$ cat src/rtl/router_input_fifo.sv
// router_input_fifo: first-word-fall-through flit buffer for one router input port.
// Define ROUTER_INPUT_FIFO_ERR_EN to add sticky ovf/udf error flags.
module router_input_fifo #(
  parameter int DATA_WIDTH = 8,
  parameter int DEPTH      = 4,
  parameter int PTR_W      = 2
) (
  input  logic                  clk,
  input  logic                  rst,
  input  logic [DATA_WIDTH-1:0] Data_in,
  input  logic                  write,
  output logic                  full,
  output logic [DATA_WIDTH-1:0] Data_out,
  output logic                  empty,
  input  logic                  read,
  output logic [PTR_W:0]        count
`ifdef ROUTER_INPUT_FIFO_ERR_EN
  ,
  output logic                  ovf,
  output logic                  udf
`endif
);
  logic [DATA_WIDTH-1:0] mem_q [DEPTH];
  logic [PTR_W-1:0] rd_ptr_q, rd_ptr_d, wr_ptr_q, wr_ptr_d;
  logic [PTR_W:0] count_q, count_d;
  logic rd_en, wr_en;
  always_comb begin
    empty    = count_q == '0;
    full     = count_q == (PTR_W+1)'(DEPTH);
    rd_en    = read & ~empty;
    // a pop at full frees the slot the incoming flit needs
    wr_en    = write & (~full | rd_en);
    rd_ptr_d = rd_en ? rd_ptr_q + PTR_W'(1) : rd_ptr_q;
    wr_ptr_d = wr_en ? wr_ptr_q + PTR_W'(1) : wr_ptr_q;
    count_d  = count_q + (PTR_W+1)'(wr_en) - (PTR_W+1)'(rd_en);
    Data_out = empty ? '0 : mem_q[rd_ptr_q];
    count    = count_q;
  end
  always_ff @(posedge clk) begin
    if (rst) begin
      rd_ptr_q <= '0;
      wr_ptr_q <= '0;
      count_q  <= '0;
    end else begin
      rd_ptr_q <= rd_ptr_d;
      wr_ptr_q <= wr_ptr_d;
      count_q  <= count_d;
    end
  end
  always_ff @(posedge clk) begin
    if (wr_en & ~rst) mem_q[wr_ptr_q] <= Data_in;
  end
`ifdef ROUTER_INPUT_FIFO_ERR_EN
  always_ff @(posedge clk) begin
    if (rst) begin
      ovf <= 1'b0;
      udf <= 1'b0;
    end else begin
      ovf <= ovf | (write & full & ~read);
      udf <= udf | (read & empty);
    end
  end
`endif
endmodule

$ cat config.mk
export PLATFORM = sky130hd
export DESIGN_NAME = router_input_fifo
export DESIGN_NICKNAME = d
export VERILOG_FILES = /design/src/rtl/router_input_fifo.sv
export SDC_FILE = /design/constraint.sdc
export NUM_CORES = 1
export LEC_CHECK = 0
export BUFFER_PORTS_ARGS = -buffer_cell sky130_fd_sc_hd__buf_2
export CAP_MARGIN = 30
export CORE_MARGIN = 2
export CORE_UTILIZATION = 62
export CTS_BUF_LIST = sky130_fd_sc_hd__clkbuf_8
export DETAILED_ROUTE_END_ITERATION = 12
export GPL_ROUTABILITY_DRIVEN = 0
export PLACE_DENSITY = 0.92
export SETUP_SLACK_MARGIN = 0.5
export SLEW_MARGIN = 20
export SYNTH_ARGS = -nofsm -noshare
export SYNTH_HDL_FRONTEND = slang
export SYNTH_SLANG_ARGS = --single-unit
$ cat constraint.sdc
create_clock -name clk -period 4.6 [get_ports clk]
set_clock_uncertainty 0.2 [all_clocks]
set_input_delay 1.15 -clock clk [delete_from_list [all_inputs] [get_ports clk]]
set_output_delay 1.15 -clock clk [all_outputs]
set_load 0.05 [all_outputs]
# Word-level counts from Yosys, hierarchy flattened
# Memories as Yosys holds them, arrays and structs flattened. A register that Yosys moved wholly into a read port is not among the register bits.
# Cells that the tools add are included.
[op_classes] mux=5 reduce_logical=1 bitwise_logic=7 addsub=4 eq_ne=1
[op_table] operator="2-to-1 mux 8 bit" n=1
[op_table] operator="adder 2 x 1 -> 2 bit, second input constant" n=2
[op_table] operator="2-to-1 mux 2 bit" n=2
[op_table] operator="adder 3 x 1 -> 3 bit" n=1
[op_table] operator="AND 1 bit" n=3
[op_table] operator="equality test 3 bit, second input constant" n=1
[op_table] operator="logical NOT 3 bit" n=1
[op_table] operator="NOT 1 bit" n=3
[op_table] operator="subtractor 3 x 1 -> 3 bit" n=1
[op_table] operator="2-to-1 mux 1 bit" n=2
[op_table] operator="bitwise OR 1 bit" n=1
[word_totals] out_inout_bits=13 mem_bits_rw=32 n_memories=1 regBits=7
[memory_table] memory="mem_q" depth=4 width=8 rd=1 rd_ports_with_merged_regs=1 wr=1 line_no="23" source="logic [DATA_WIDTH-1:0] mem_q [DEPTH];"

# Logic depth before layout (Yosys ltp)
[depth] ltp_word=8 mapped_depth=8 depth_no_buf=8

# Least setup slack after synthesis
# Ideal clock, no wire load.
[synth_path] path_kind="register to output" start="register count_q[1] (netlist: count[1])" end="output port Data_out[0]" arrival_time_ns=1.838 n_path_buf=1 stages_incl_launch_ff=4 required_ns=3.250 slack_ns=1.412 cell_sequence="dfxtp_1 nor3_1 buf_2 nor2b_1"
[synth_between] elab_chain_len=2
[synth_lines] element="start: declaration" line_no="25" source="logic [PTR_W:0] count_q, count_d;"
[synth_lines] element="start signal: assignment" line_no="47" source="count_q <= count_d;"
[synth_lines] element="logical NOT 3 bit" line_no="28" source="empty = count_q == '0;"
[synth_lines] element="via empty" line_no="14" source="output logic empty,"
[synth_lines] element="2-to-1 mux 8 bit" line_no="36" source="Data_out = empty ? '0 : mem_q[rd_ptr_q];"
[synth_lines] element="end: declaration" line_no="13" source="output logic [DATA_WIDTH-1:0] Data_out,"
# The timed path passes the listed nets, and every way through them passes these cells.

==> results.tsv <==
stage	metric	value	unit
layout	drive_gt1_frac	0.361	
cts	cts_setup_buffers	0	
setup_path	cp-start-kind	flop	
synth	synth-edff-count	32	
global_routing	grt_pass1_wl	4.42	mm
layout	multi_input_area	518	sq um
cts	tritoncts	built	
global_routing	grt_max_degree	15	
job	drv_cap	0	
cts	cts_sinks	41	
sta	setup_tns	0	ps
outcome	status	finished clean	
floorplan	die_area	3160	sq um
route	vias	901	
layout	seqCellArea	1140	sq um
cts	path_clk_slew	80	ps
global_routing	antenna_found_initial	0	
synth	avgSynthCellArea	16.9	sq um
power_and_ir_drop	power	1.23	mW
route	routed_wl	2.77	mm
min_path	worstHoldStart	rd_ptr_q[1]	
synth	synth_compound_area_frac	0.0222	
synth	synthesis.nets	118	
sta	maxSlewViolCount	0	
placement	dpl_cell_area	1870	sq um
sta	max_freq	0.308	GHz
cts	cts-resized-gates	0	
sta	timing.final.ws_setup	1350	ps
layout	nNetsFinal	150	
route	postRouteAntennaNets	0	
setup_path	cp-end-kind	output pin	
cts	clockBufferDepth	2	
cts	ctsHoldBuffers	0	
synth	synthArstFlopShare	0	
sta	worst_slew_pin_slew	544	ps
cts	cts-root-buf	clkbuf_8	
power_and_ir_drop	vdd_drop_max	0.553	mV
setup_path	critPathKind	reg -> out	
setup_path	worst-path-max-fanout	8	
synth	synth_top_family_by_area	multiplexers	
synth	synth.largest_area_cell	edfxtp_1	
placement	place.detailed.hpwl	1.89	mm
setup_path	cp.arrival	1900	ps
power_and_ir_drop	cellLeakagePower	0.740	nW
global_routing	grt_pass1_vias	934	
synth	yosysWarnings	0	
sta	rsz0062_at_grt	false	
synth	synth_ff_type	edfxtp_1	
route	vias_per_cell	5.53	
sta	post-route-min-period	3250	ps
layout	fillCellCount	134	
floorplan	fp.dieH	56.2	um
sta	setup_viol	0	
route	drt_iter0_drc	36	
cts	clk_latency	290	ps
sta	hold_violations	0	
synth	synth_xor_area_frac	0.0155	
route	first_pass_iters	4	
layout	layout.cells.most_common_list	32 x edfxtp_1, 24 x buf_2, 10 x nor2b_1	
synth	yosys.area_share.simple	0.0925	
synth	synth.distinct_cells	26	
min_path	hp-class	reg -> reg	
layout	final_common_cell	edfxtp_1	
route	drt-wirelength-per-cell	17.0	um
synth	synth_fa_ha_area_frac	0.0488	
synth	synth.area.mux_share	0.127	
synth	ys_seq_elements	41	
global_routing	grt_use_total	0.197	
placement	pre_cts_ws	1580	ps
synth	yosysSeqAreaShare	0.675	
floorplan	io_pins	25	
cts	numCtsBuffers	5	
synth	synthCells	100	
synth	yosys-top-cells-area	edfxtp_1 57%, dfxtp_1 11%, mux4_2 11%	
layout	syn_to_final_growth	17.0	%
synth	syn_area	1690	sq um
sta	final.period_utilization	0.706	
placement	io_buffers	24	
floorplan	core	2520	sq um
power_and_ir_drop	power.density	621	nW/um^2
floorplan	start_util	0.671	
setup_path	cp.required	3250	ps
layout	stdcell_area	1980	sq um
sta	slew_headroom	0.637	
floorplan	die_w	56.2	um
synth	synth_top_cell_area_share	0.568	
setup_path	r2r_start	count[2]	
global_routing	grt_overflow_total	0	
layout	num_antenna_cells	0	
cts	htree_num_levels	2	
route	drc_errors	0	
floorplan	fp-row-count	18	
## worst paths after layout
path | to | slack, ps | depth (start not counted)
worst min-delay path | flop | 320 | 2
worst max register to register | count[2] | 2060 | 8
worst min register to register | flop | 320 | 2
worst max-delay path | Data_out[0] | 1350 | 3
## metrics by stage
step / std cells / hold WS (ps) / util
after floorplan: 100 / 259 / -
after global placement: 155 / 269 / 0.741
after detailed placement: 155 / 295 / 0.741
after CTS: 163 / 329 / 0.785
after global routing: 163 / 368 / 0.785
final: 163 / 324 / 0.785
## Yosys cell counts, types with 2 or more instances
cell,n
xnor2_1,2
mux4_2,8
nor3b_1,4
nor2_1,5
inv_1,4
dfxtp_1,9
nand2b_1,2
nor2b_1,10
buf_2,2
ha_1,5
mux2i_1,2
edfxtp_1,32
clkbuf_1,2
## sequential cells by signal, summed over array words and instances, names as in the netlist, named ones only
name	count
wr_ptr_q	2
count	3
mem_q	32
rd_ptr_q	2
## logic make-up (layout without fill, tap and decap cells)
logic type | after synthesis | in the layout
DFF | 41 | 41
and+or+nand+nor | 26 | 26
muxes | 11 | 11
buffers and inverters | 8 | 41
adders and majority gates | 6 | 6
AOI/OAI and AO/OA | 5 | 5
xor gates and xnor gates | 3 | 3
## metal layers
| layer | part of all wire | track usage | up-vias |
|---|---|---|---|
| met5 | 0 | 0 | - |
| met3 | 0.057 | 0.0860 | 5 |
| met1 | 0.41 | 0.235 | 443 |
| met4 | 0.014 | 0.0544 | 0 |
| met2 | 0.52 | 0.328 | 22 |
| li1 | - | - | 431 |
## where the power goes
| part | leakage [nW] | switching, mW | internal [mW] | total, mW |
|---|---|---|---|---|
| Combinational | 0.323 | 0.313 | 0.159 | 0.472 |
| Clock | 0.0518 | 0.118 | 0.160 | 0.277 |
| Sequential | 0.365 | 0.0452 | 0.435 | 0.480 |
## final cells by class
class / count / area share
clock inverter: 3 / 0.0209
multi-input combinational: 51 / 0.262
tap: 30 / 0.0190
timing repair buffer: 29 / 0.0796
clock buffer: 5 / 0.0348
sequential: 41 / 0.576
inverter: 4 / 0.00759
## worst max-delay path, stage by stage, from the launching register on
cell and delay, ps:
dfxtp_1 670, mux4_2 600, nor2b_1 140, buf_2 200
No activity file was read; power rests on OpenSTA's default activity.
